[src/rtl/vend_pkg.sv]
// Shared definitions for the multi-slot vending controller: coin encodings,
// controller states and the coin denomination helpers.
package vend_pkg;

  localparam logic [2:0] COIN_5   = 3'd0;
  localparam logic [2:0] COIN_10  = 3'd1;
  localparam logic [2:0] COIN_25  = 3'd2;
  localparam logic [2:0] COIN_50  = 3'd3;
  localparam logic [2:0] COIN_100 = 3'd4;

  typedef enum logic [1:0] {
    ST_IDLE,
    ST_CREDIT,
    ST_VEND,
    ST_CHANGE
  } state_e;

  // Cents for a coin code; codes 5..7 are not coins and are worth nothing.
  function automatic logic [7:0] coin_value(input logic [2:0] code);
    case (code)
      COIN_5:   return 8'd5;
      COIN_10:  return 8'd10;
      COIN_25:  return 8'd25;
      COIN_50:  return 8'd50;
      COIN_100: return 8'd100;
      default:  return 8'd0;
    endcase
  endfunction

  // Greedy choice: the largest denomination that does not exceed amt.
  function automatic logic [2:0] largest_coin(input logic [31:0] amt);
    if (amt >= 32'd100)     return COIN_100;
    else if (amt >= 32'd50) return COIN_50;
    else if (amt >= 32'd25) return COIN_25;
    else if (amt >= 32'd10) return COIN_10;
    else                    return COIN_5;
  endfunction

endpackage

[src/rtl/vend_change_unit.sv]
// Greedy change dispenser: loads an amount, offers one coin at a time on a
// ready/valid handshake and flags the transfer that empties the amount.
module vend_change_unit
  import vend_pkg::*;
#(
  parameter int AMT_W = 10
) (
  input  logic             clk,
  input  logic             reset,
  input  logic             load,
  input  logic [AMT_W-1:0] load_amt,
  input  logic             coin_out_ready,
  output logic             coin_out_valid,
  output logic [2:0]       coin_out_code,
  output logic [AMT_W-1:0] amt_next,
  output logic             done
);

  logic [AMT_W-1:0] amt_q, amt_d;
  logic             valid_q, valid_d;
  logic [2:0]       code_q, code_d;

  // NOTE: every signal written in an always_comb gets a default first, so no
  // path leaves it unassigned and no latch is inferred.
  always_comb begin
    amt_next = amt_q;
    if (valid_q && coin_out_ready) begin
      amt_next = amt_q - AMT_W'(coin_value(code_q));
    end
    done    = valid_q && coin_out_ready && (amt_next == '0);
    amt_d   = load ? load_amt : amt_next;
    valid_d = (amt_d != '0);
    // Code is recomputed from an unchanged amount while stalled, so it holds.
    code_d  = valid_d ? largest_coin(32'(amt_d)) : COIN_5;
  end

  always_ff @(posedge clk) begin
    if (reset) begin
      amt_q   <= '0;
      valid_q <= 1'b0;
      code_q  <= COIN_5;
    end else begin
      amt_q   <= amt_d;
      valid_q <= valid_d;
      code_q  <= code_d;
    end
  end

  assign coin_out_valid = valid_q;
  assign coin_out_code  = code_q;

endmodule

[src/rtl/vend_ctrl_multi.sv]
// Multi-slot vending controller: credit FSM, price/stock tables, inactivity
// timeout and hand-off to the change dispenser. All outputs are registered.
module vend_ctrl_multi
  import vend_pkg::*;
#(
  parameter int NUM_SLOTS   = 8,
  parameter int SEL_W       = $clog2(NUM_SLOTS),
  parameter int AMT_W       = 10,
  parameter int MAX_CREDIT  = 500,
  parameter int STOCK_W     = 4,
  parameter int TIMEOUT_CYC = 1000
) (
  input  logic               clk,
  input  logic               reset,
  input  logic               coin_valid,
  input  logic [2:0]         coin_code,
  input  logic               sel_valid,
  input  logic [SEL_W-1:0]   sel_idx,
  input  logic               cancel,
  input  logic               price_we,
  input  logic [SEL_W-1:0]   price_idx,
  input  logic [AMT_W-1:0]   price_data,
  input  logic               restock_we,
  input  logic [SEL_W-1:0]   restock_idx,
  input  logic [STOCK_W-1:0] restock_qty,
  input  logic               coin_out_ready,
  output logic [AMT_W-1:0]   credit,
  output logic               coin_reject,
  output logic               vend_valid,
  output logic [SEL_W-1:0]   vend_idx,
  output logic               sold_out,
  output logic               insufficient,
  output logic               coin_out_valid,
  output logic [2:0]         coin_out_code,
  output logic               busy
);

  localparam int CNT_W = $clog2(TIMEOUT_CYC + 1);
  localparam logic [SEL_W:0] NUM_SLOTS_W = (SEL_W + 1)'(NUM_SLOTS);

  state_e             state_q, state_d;
  logic [AMT_W-1:0]   credit_q, credit_d;
  logic [AMT_W-1:0]   price_q [NUM_SLOTS];
  logic [AMT_W-1:0]   price_d [NUM_SLOTS];
  logic [STOCK_W-1:0] stock_q [NUM_SLOTS];
  logic [STOCK_W-1:0] stock_d [NUM_SLOTS];
  logic [CNT_W-1:0]   cnt_q, cnt_d;
  logic [SEL_W-1:0]   vend_idx_q, vend_idx_d;
  logic [AMT_W-1:0]   vend_price_q, vend_price_d;
  logic               coin_reject_q, coin_reject_d;
  logic               vend_valid_q, vend_valid_d;
  logic               sold_out_q, sold_out_d;
  logic               insufficient_q, insufficient_d;
  logic               busy_q, busy_d;

  logic [AMT_W-1:0]   coin_val, sel_price, chg_amt, chg_amt_next;
  logic [STOCK_W-1:0] sel_stock;
  logic               coin_ok, sel_in_range, chg_load, chg_done;

  // NOTE: always_comb uses blocking '=' so later statements see earlier
  // results (e.g. credit_d in VEND); flops take only non-blocking '<='.
  always_comb begin
    state_d        = state_q;
    credit_d       = credit_q;
    price_d        = price_q;
    stock_d        = stock_q;
    cnt_d          = cnt_q;
    vend_idx_d     = vend_idx_q;
    vend_price_d   = vend_price_q;
    coin_reject_d  = 1'b0;
    vend_valid_d   = 1'b0;
    sold_out_d     = 1'b0;
    insufficient_d = 1'b0;
    chg_load       = 1'b0;
    chg_amt        = credit_q;

    coin_val     = AMT_W'(coin_value(coin_code));
    coin_ok      = (coin_val != '0) &&
                   (({1'b0, credit_q} + {1'b0, coin_val}) <= (AMT_W + 1)'(MAX_CREDIT));
    sel_in_range = ({1'b0, sel_idx} < NUM_SLOTS_W);
    sel_price    = '0;
    sel_stock    = '0;
    if (sel_in_range) begin
      sel_price = price_q[sel_idx];
      sel_stock = stock_q[sel_idx];
    end

    case (state_q)
      ST_IDLE: begin
        if (coin_valid) begin
          if (coin_ok) begin
            credit_d = credit_q + coin_val;
            state_d  = ST_CREDIT;
            cnt_d    = '0;
          end else begin
            coin_reject_d = 1'b1;
          end
        end
      end
      // Same-cycle priority: cancel, then selection, then coin.
      ST_CREDIT: begin
        if (cancel) begin
          coin_reject_d = coin_valid;
          state_d       = ST_CHANGE;
          chg_load      = 1'b1;
        end else if (sel_valid) begin
          coin_reject_d = coin_valid;
          cnt_d         = '0;
          if (!sel_in_range || sel_stock == '0 || sel_price == '0) begin
            sold_out_d = 1'b1;
          end else if (credit_q < sel_price) begin
            insufficient_d = 1'b1;
          end else begin
            state_d      = ST_VEND;
            vend_valid_d = 1'b1;
            vend_idx_d   = sel_idx;
            vend_price_d = sel_price;
          end
        end else if (coin_valid && coin_ok) begin
          credit_d = credit_q + coin_val;
          cnt_d    = '0;
        end else begin
          coin_reject_d = coin_valid;
          if (cnt_q == CNT_W'(TIMEOUT_CYC - 1)) begin
            state_d  = ST_CHANGE;
            chg_load = 1'b1;
          end else begin
            cnt_d = cnt_q + CNT_W'(1);
          end
        end
      end
      ST_VEND: begin
        coin_reject_d = coin_valid;
        credit_d      = credit_q - vend_price_q;
        if (stock_q[vend_idx_q] != '0) begin
          stock_d[vend_idx_q] = stock_q[vend_idx_q] - STOCK_W'(1);
        end
        if (credit_d != '0) begin
          state_d  = ST_CHANGE;
          chg_load = 1'b1;
          chg_amt  = credit_d;
        end else begin
          state_d = ST_IDLE;
        end
      end
      ST_CHANGE: begin
        coin_reject_d = coin_valid;
        credit_d      = chg_amt_next;
        if (chg_done) state_d = ST_IDLE;
      end
      default: state_d = ST_IDLE;
    endcase

    // Applied after the vend decrement so a same-cycle restock wins.
    if (price_we && ({1'b0, price_idx} < NUM_SLOTS_W)) begin
      price_d[price_idx] = price_data;
    end
    if (restock_we && ({1'b0, restock_idx} < NUM_SLOTS_W)) begin
      stock_d[restock_idx] = restock_qty;
    end

    busy_d = (state_d != ST_IDLE);
  end

  always_ff @(posedge clk) begin
    if (reset) begin
      state_q        <= ST_IDLE;
      credit_q       <= '0;
      // NOTE: the tables are small flop arrays, not RAM, and must read as
      // empty after reset, so they are cleared like any other register.
      price_q        <= '{default: '0};
      stock_q        <= '{default: '0};
      cnt_q          <= '0;
      vend_idx_q     <= '0;
      vend_price_q   <= '0;
      coin_reject_q  <= 1'b0;
      vend_valid_q   <= 1'b0;
      sold_out_q     <= 1'b0;
      insufficient_q <= 1'b0;
      busy_q         <= 1'b0;
    end else begin
      state_q        <= state_d;
      credit_q       <= credit_d;
      price_q        <= price_d;
      stock_q        <= stock_d;
      cnt_q          <= cnt_d;
      vend_idx_q     <= vend_idx_d;
      vend_price_q   <= vend_price_d;
      coin_reject_q  <= coin_reject_d;
      vend_valid_q   <= vend_valid_d;
      sold_out_q     <= sold_out_d;
      insufficient_q <= insufficient_d;
      busy_q         <= busy_d;
    end
  end

  vend_change_unit #(
    .AMT_W (AMT_W)
  ) u_change (
    .clk            (clk),
    .reset          (reset),
    .load           (chg_load),
    .load_amt       (chg_amt),
    .coin_out_ready (coin_out_ready),
    .coin_out_valid (coin_out_valid),
    .coin_out_code  (coin_out_code),
    .amt_next       (chg_amt_next),
    .done           (chg_done)
  );

  assign credit       = credit_q;
  assign coin_reject  = coin_reject_q;
  assign vend_valid   = vend_valid_q;
  assign vend_idx     = vend_idx_q;
  assign sold_out     = sold_out_q;
  assign insufficient = insufficient_q;
  assign busy         = busy_q;

endmodule

[config.mk]
export PLATFORM = sky130hd
export DESIGN_NAME = vend_ctrl_multi
export DESIGN_NICKNAME = d
export VERILOG_FILES = /design/src/rtl/vend_pkg.sv /design/src/rtl/vend_change_unit.sv /design/src/rtl/vend_ctrl_multi.sv
export SDC_FILE = /design/constraint.sdc
export NUM_CORES = 1
export LEC_CHECK = 0
export BUFFER_PORTS_ARGS = -buffer_cell sky130_fd_sc_hd__buf_2
export CORE_AREA = 2 2 154 172
export CTS_CLUSTER_DIAMETER = 150
export DETAILED_ROUTE_END_ITERATION = 12
export DIE_AREA = 0 0 156 174
export SYNTH_ARGS = -nofsm -noshare
export SYNTH_HDL_FRONTEND = slang
export SYNTH_SLANG_ARGS = --single-unit
[constraint.sdc]
create_clock -name clk -period 4.5 [get_ports clk]
set_input_delay 0.45 -clock clk [delete_from_list [all_inputs] [get_ports clk]]
set_output_delay 0.45 -clock clk [all_outputs]
set_load 0.01 [all_outputs]
== Word-level counts from Yosys, hierarchy flattened ==
Cells that the tools add are included.

* Flip-flop bits (word level): 166
* Output and inout port bits: 22
* Logic and storage cells: 176

* Add/sub/neg operators: 6
* Order comparisons: 13
* Eq/ne operators: 18
* Multiplexer cells: 71
* Bitwise operators: 10
* Reductions and logical operators: 28

{| class="wikitable"
|+ Operators with widths
! operator !! number
|-
| $mux 10 || 18
|-
| $mux 32 || 3
|-
| $bwmux 80 || 1
|-
| $pmux 7 s5 || 2
|-
| $bwmux 32 || 2
|-
| $pmux 10 s4 || 1
|-
| $bmux 10 s3 || 1
|-
| $demux 10 s3 || 1
|-
| $bmux 4 s3 || 2
|-
| $demux 4 s3 || 2
|-
| $mux 4 || 6
|-
| $logic_not 10->1 || 2
|-
| $mux 2 || 10
|-
| $pmux 10 s2 || 1
|-
| $reduce_bool 10->1 || 2
|-
| $ge 4x4->1 const B || 4
|-
| $not 3->4 || 4
|-
| $reduce_and 5->1 || 3
|-
| $mux 1 || 14
|-
| $eq 3x2->1 const B || 4
|-
| $lt 4x1->1 const B || 3
|-
| $add 10x8->11 || 1
|-
| $le 11x9->1 const B || 1
|-
| $add 10x1->10 const B || 1
|-
| 34 further kinds || 57
|}

== Logic depth before layout (Yosys ltp) ==
* Depth after elaboration: 16
* Depth in mapped cells: 16

== By module ==
From an unflattened synthesis, not the netlist that was laid out.

* Cells, all modules: 1175
* Area total of the unflattened synthesis: 9920.8 sq um

{| class="wikitable"
|+ By module, submodules not included
! module !! instances !! cells an instance !! area each (sq um) !! seq. area each (sq um)
|-
| vend_ctrl_multi || 1 || 1012 || 8688.3 || 3042.9
|-
| vend_change_unit || 1 || 163 || 1232.4 || 280.3
|}

== Worst setup path after synthesis ==
OpenSTA, ideal clock, no wires.

* Path kind: input to register
* From: input sel_idx[1]
* To: register vend_price_q[0]
* Setup time: 0.086 ns
* Arrival: 3.833 ns
* Required time: 4.414 ns
* Path slack: 0.582 ns
* Stages on the path: 14
* Path buffers: 4
* Cell sequence: buf_1 clkbuf_1 mux4_2 mux2i_1 ha_1 a21o_1 a21o_1 a221o_1 a31oi_1 nor3b_1 and3b_1 clkbuf_1 clkbuf_1 a211oi_1

* Cells in the longest elaborated chain, start to end: 8
* Elaborated cells between the ends (all ways): 14
* Classes of those cells: order compare (1); mux (6); bitwise (3); reduce/logical (4)

{| class="wikitable"
|+ Ends and longest elaborated chain
! element !! RTL line !! source
|-
| start: declaration || vend_ctrl_multi.sv:18 || <nowiki>input logic [SEL_W-1:0] sel_idx,</nowiki>
|-
| $not 3->4 (not written as such) * || vend_ctrl_multi.sv:84, vend_ctrl_multi.sv:85 ||
|-
| branches (longest 7 deep; another with $lt 10x10->1) || n/a ||
|-
| end signal: assignment || vend_ctrl_multi.sv:188 || <nowiki>vend_price_q <= vend_price_d;</nowiki>
|-
| end: declaration || vend_ctrl_multi.sv:49 || <nowiki>logic [AMT_W-1:0] vend_price_q, vend_price_d;</nowiki>
|}

Every way passes the cells marked *. The select of a mux whose other input is x is not followed.
A chain may end at the register's enable or synchronous reset.

== Worst setup path in the final report ==
* From: register credit_q[1], in the netlist credit[1]
* To: register u_change.code_q[0], in the netlist u_change.coin_out_code[0]

* Cells in the longest elaborated chain, start to end: 13
* Elaborated cells between the ends (all ways): 24
* Classes of those cells: add/sub (2); order compare (5); mux (11); bitwise (1); reduce/logical (5)

{| class="wikitable"
|+ Ends and longest elaborated chain
! element !! RTL line !! source
|-
| start: declaration || vend_ctrl_multi.sv:42 || <nowiki>logic [AMT_W-1:0] credit_q, credit_d;</nowiki>
|-
| start signal: assignment || vend_ctrl_multi.sv:183 || <nowiki>credit_q <= credit_d;</nowiki>
|-
| $add 10x8->11 || vend_ctrl_multi.sv:79 || <nowiki>(({1'b0, credit_q} + {1'b0, coin_val}) <= (AMT_W + 1)'(MAX_CREDIT));</nowiki>
|-
| $le 11x9->1 || vend_ctrl_multi.sv:79 ||
|-
| $logic_and 1x1->1 || vend_ctrl_multi.sv:78 || <nowiki>coin_ok = (coin_val != '0) &&</nowiki>
|-
| $logic_and 1x1->1 || vend_ctrl_multi.sv:119 || <nowiki>end else if (coin_valid && coin_ok) begin</nowiki>
|-
| $mux 1 || vend_ctrl_multi.sv:119 ||
|-
| $mux 1 || vend_ctrl_multi.sv:106 || <nowiki>end else if (sel_valid) begin</nowiki>
|-
| $mux 1 || vend_ctrl_multi.sv:102 || <nowiki>if (cancel) begin</nowiki>
|-
| $pmux 1 s2 || vend_ctrl_multi.sv:88 || <nowiki>case (state_q)</nowiki>
|-
| $mux 10 * || vend_change_unit.sv:31 || <nowiki>amt_d = load ? load_amt : amt_next;</nowiki>
|-
| $ge 10x4->1 || vend_pkg.sv:35 || <nowiki>else if (amt >= 32'd10) return COIN_10;</nowiki>
|-
| $mux 1 || vend_pkg.sv:35 ||
|-
| $mux 3 || vend_pkg.sv:34 || <nowiki>else if (amt >= 32'd25) return COIN_25;</nowiki>
|-
| $mux 3 || vend_pkg.sv:33 || <nowiki>else if (amt >= 32'd50) return COIN_50;</nowiki>
|-
| end signal: assignment || vend_change_unit.sv:45 || <nowiki>code_q <= code_d;</nowiki>
|-
| end: declaration || vend_change_unit.sv:21 || <nowiki>logic [2:0] code_q, code_d;</nowiki>
|}

Every way passes the cells marked *; elsewhere a longest branch is shown, timed or not.

==> flow_summary.toml <==
[setup_path]
slowest_delay_ns = 0.57
critPathSlowestCell = "a222oi_1"
path_class = "register to register"
cp_top_family = "compound AO/OA/AOI/OAI gates"
rr_startpoint = "credit[1]$_SDFFE_PP0P_"
crit_chain = "buf_4 -> inv_1 -> fa_1 -> nand2b_1 -> a21oi_1 -> o31ai_1 -> xnor2_1 -> a31o_2 -> o21ai_1 -> nor3_2 -> a222oi_1 -> a21oi_1 -> a221oi_1 -> o21a_1"
r2r_slack_ns = 0.34
startpoint_type = "register"
cp_common_cell = "a21oi_1"
worstPathArrival_ns = 4.54
required_ns = 4.88
ff2ff_path_depth = 14
worst-path-buf-inv = 2
r2r_end = "u_change.coin_out_code[0]$_SDFF_PP0_"
cp_max_fo = 6
critPathCaptureType = "register"

[timing]
min_period_ns = 4.16
report.final.slew_viol_count = 0
final.period_utilization_pct = 92.4
fmax_mhz = 241
skew_ns = 0.0135
setup_viol = 0
maxSlewHeadroom_pct = 23.1
rsz0062_at_grt = "false"
worst_slew_pin_slew_ns = 1.15
final.setup.tns_ns = 0
hold_viol = 0

[yosys]
synthTopCellsByArea = "dfxtp_1 35%, nand2_1 8.2%, mux4_2 7.1%, a21oi_1 5.7%, mux2i_1 5.5%"
syn-num-nets = 1213
avgSynthCellArea_um2 = 8.37
synth_adder_area_share_pct = 5.62
synth_top_area_share_pct = 34.9
ys_warn_count = 0
yosys.area.top_type = "dfxtp_1"
synth_compound_area_share_pct = 19.4
asyncSetResetFlopFracSynth_pct = 0
netlist_area_um2 = 9530
synth_top_family_by_area = "simple AND/OR/NAND/NOR gates"
synth-edff-count = 0
syn_inst = 1138
synth_xor_area_share_pct = 2.30
synth-main-ff-cell = "dfxtp_1"
yosysSeqAreaShare_pct = 34.9
yosys_register_bits = 166
yosys.area_share.simple_pct = 21.3
yosysUniqueCellTypes = 75
synth.area.mux_share_pct = 12.7

[drt]
finalWirelength_um = 27000
ant_nets = 0
viasPerCell = 5.60
drtIter0Drc = 687
drc_errors = 0
first_pass_iters = 6
wire_per_inst_um = 17.8
vias = 8481

[final_layout]
n_fill_cell = 2580
drive_gt1_share_pct = 14.0
fin_area_um2 = 10800
area_delta_synth_final_pct = 13.3
seq_area_um2 = 3320
final_cell_mix = "207 x nand2_1, 166 x dfxtp_1, 112 x nor2_1"
layout.nets = 1256
final_common_cell = "nand2_1"
multi_input_area_um2 = 5840

[global_route]
grt_util_all_layers_pct = 20.1
grt_pass1_wl_um = 43700
gr-total-overflow = 0
grt_antenna_before_repair = 1
grt_pass1_vias = 8160
grt_start_max_net_pins = 103

[die]
fp.dieH_um = 174
initial_core_util_pct = 37.3
io_pins = 56
die-area_um2 = 27100
die_x_um = 156
core_um2 = 25500
rows = 62

[placed_design]
port_buffers = 55
gp_congestion = 0.934
post_dp_cell_area_um2 = 10200
hpwl_um = 19200

[hold_path]
hp-start = "coin_valid"
hold_path.class = "input port to register"
hold_path_depth = 3
whs_endpoint = "coin_reject$_SDFF_PP0_"

[clock_tree]
cts_setup_buffers = 0
insertion_delay_ns = 0.44
htree_levels = 4
cts_tree = "yes"
cts_root_buf = "clkbuf_16"
clkSinkCount = 166
ctsHoldBuffers = 0
cts_buffers = 17
clkTransAtPathRegs_ns = 0.08
cts_buffer_depth = 2
cts_resized = 0

[power]
leakage_uw = 0.00403
powerDensity_nw_per_um2 = 481
vdd_drop_max_v = 0.000286

[status]
status = "completed"

[run]
maxCapViolations = 0
==> cells in the mapped netlist (all sizes together) (3+ instances only) <==
cell type	count
a211o	3
a211oi	62
a21boi	3
a21o	11
a21oi	108
a221oi	5
a222oi	5
a22oi	4
a311oi	3
a31oi	3
and2	3
and3	5
buf	21
clkbuf	40
dfxtp	166
fa	3
ha	38
inv	35
mux2i	52
mux4	30
nand2	207
nand2b	11
nand3	17
nand3b	6
nand4	8
nor2	114
nor2b	17
nor3	24
nor3b	6
nor4	14
o2111ai	3
o21a	11
o21ai	24
o31ai	7
or2	8
xnor2	12
xor2	13
==> worst max path at each step <==
stage / from / end / slack, ns / depth (start not counted)
after CTS: credit[0]$_SDFFE_PP0P_ / u_change.coin_out_code[1]$_SDFF_PP0_ / 0.40 / 16
after detailed placement: coin_code[2] / u_change.coin_out_code[0]$_SDFF_PP0_ / 0.25 / 15
after global placement: coin_code[1] / u_change.coin_out_code[0]$_SDFF_PP0_ / 0.32 / 15
final: credit[1]$_SDFFE_PP0P_ / u_change.coin_out_code[0]$_SDFF_PP0_ / 0.34 / 14
after floorplan: sel_idx[1] / vend_price_q[0]$_SDFFE_PP0P_ / 0.58 / 14
after global routing: credit[0]$_SDFFE_PP0P_ / u_change.coin_out_code[0]$_SDFF_PP0_ / 0.04 / 16
==> kinds of logic (layout without fill, tap and decap cells) <==
kind of cell	Yosys count	in the layout
compound gates	278	278
xor+xnor	25	25
fa+ha+maj	41	41
buf+inv	96	152
flops	166	166
mux	83	83
other cells	0	1
simple gates	449	449
==> worst reg2reg max path, stage by stage, from the launching register on <==
cell,delay (ns)
dfxtp_1,0.48
buf_4,0.20
inv_1,0.08
fa_1,0.45
nand2b_1,0.17
a21oi_1,0.25
o31ai_1,0.13
xnor2_1,0.16
a31o_2,0.30
o21ai_1,0.52
nor3_2,0.16
a222oi_1,0.57
a21oi_1,0.13
a221oi_1,0.36
o21a_1,0.17
==> power breakdown <==
part	total, uW	internal [uW]	switching [uW]
Combinational	2060	834	1230
Sequential	1690	1590	101
Clock	1440	741	700
Total	5190	3160	2030
==> flip-flops by register name (all words and copies together) (netlist names) <==
signal	flops
price_q	80
stock_q	32
cnt_q	10
credit	10
u_change.amt_q	10
vend_price_q	10
u_change.coin_out_code	3
vend_idx	3
state_q	2
busy	1
coin_reject	1
insufficient	1
sold_out	1
u_change.coin_out_valid	1
vend_valid	1
==> cell type report <==
class                           count  area share (%)
Inverter                           35            1.22
Timing Repair Buffer               85            4.78
Multi-Input combinational cell    876            54.1
Clock inverter                     15            1.41
Clock buffer                       17            3.94
Antenna cell                        1          0.0232
Tap cell                          320            3.71
Sequential cell                   166            30.8
==> metal layers <==
layer	up-vias	wire length [um]	global-route usage (%)
met4	0	856	8.07
met1	3998	12000	26.5
met3	58	1290	3.12
met5	-	0	0
li1	4184	-	-
met2	241	12800	32.9
==> metrics by stage <==
stage	instances	util, %	power [uW]	setup WS (ns)	hold slack (ns)
floorplan	1138	-	3140	0.582	0.433
global placement	1482	40.0	3740	0.316	0.438
detailed placement	1482	40.0	3760	0.253	0.443
CTS	1514	42.3	5210	0.397	0.283
global route	1515	42.3	5520	0.0360	0.318
finish	1515	42.3	5190	0.342	0.300
(Power assumes the default switching activity.)
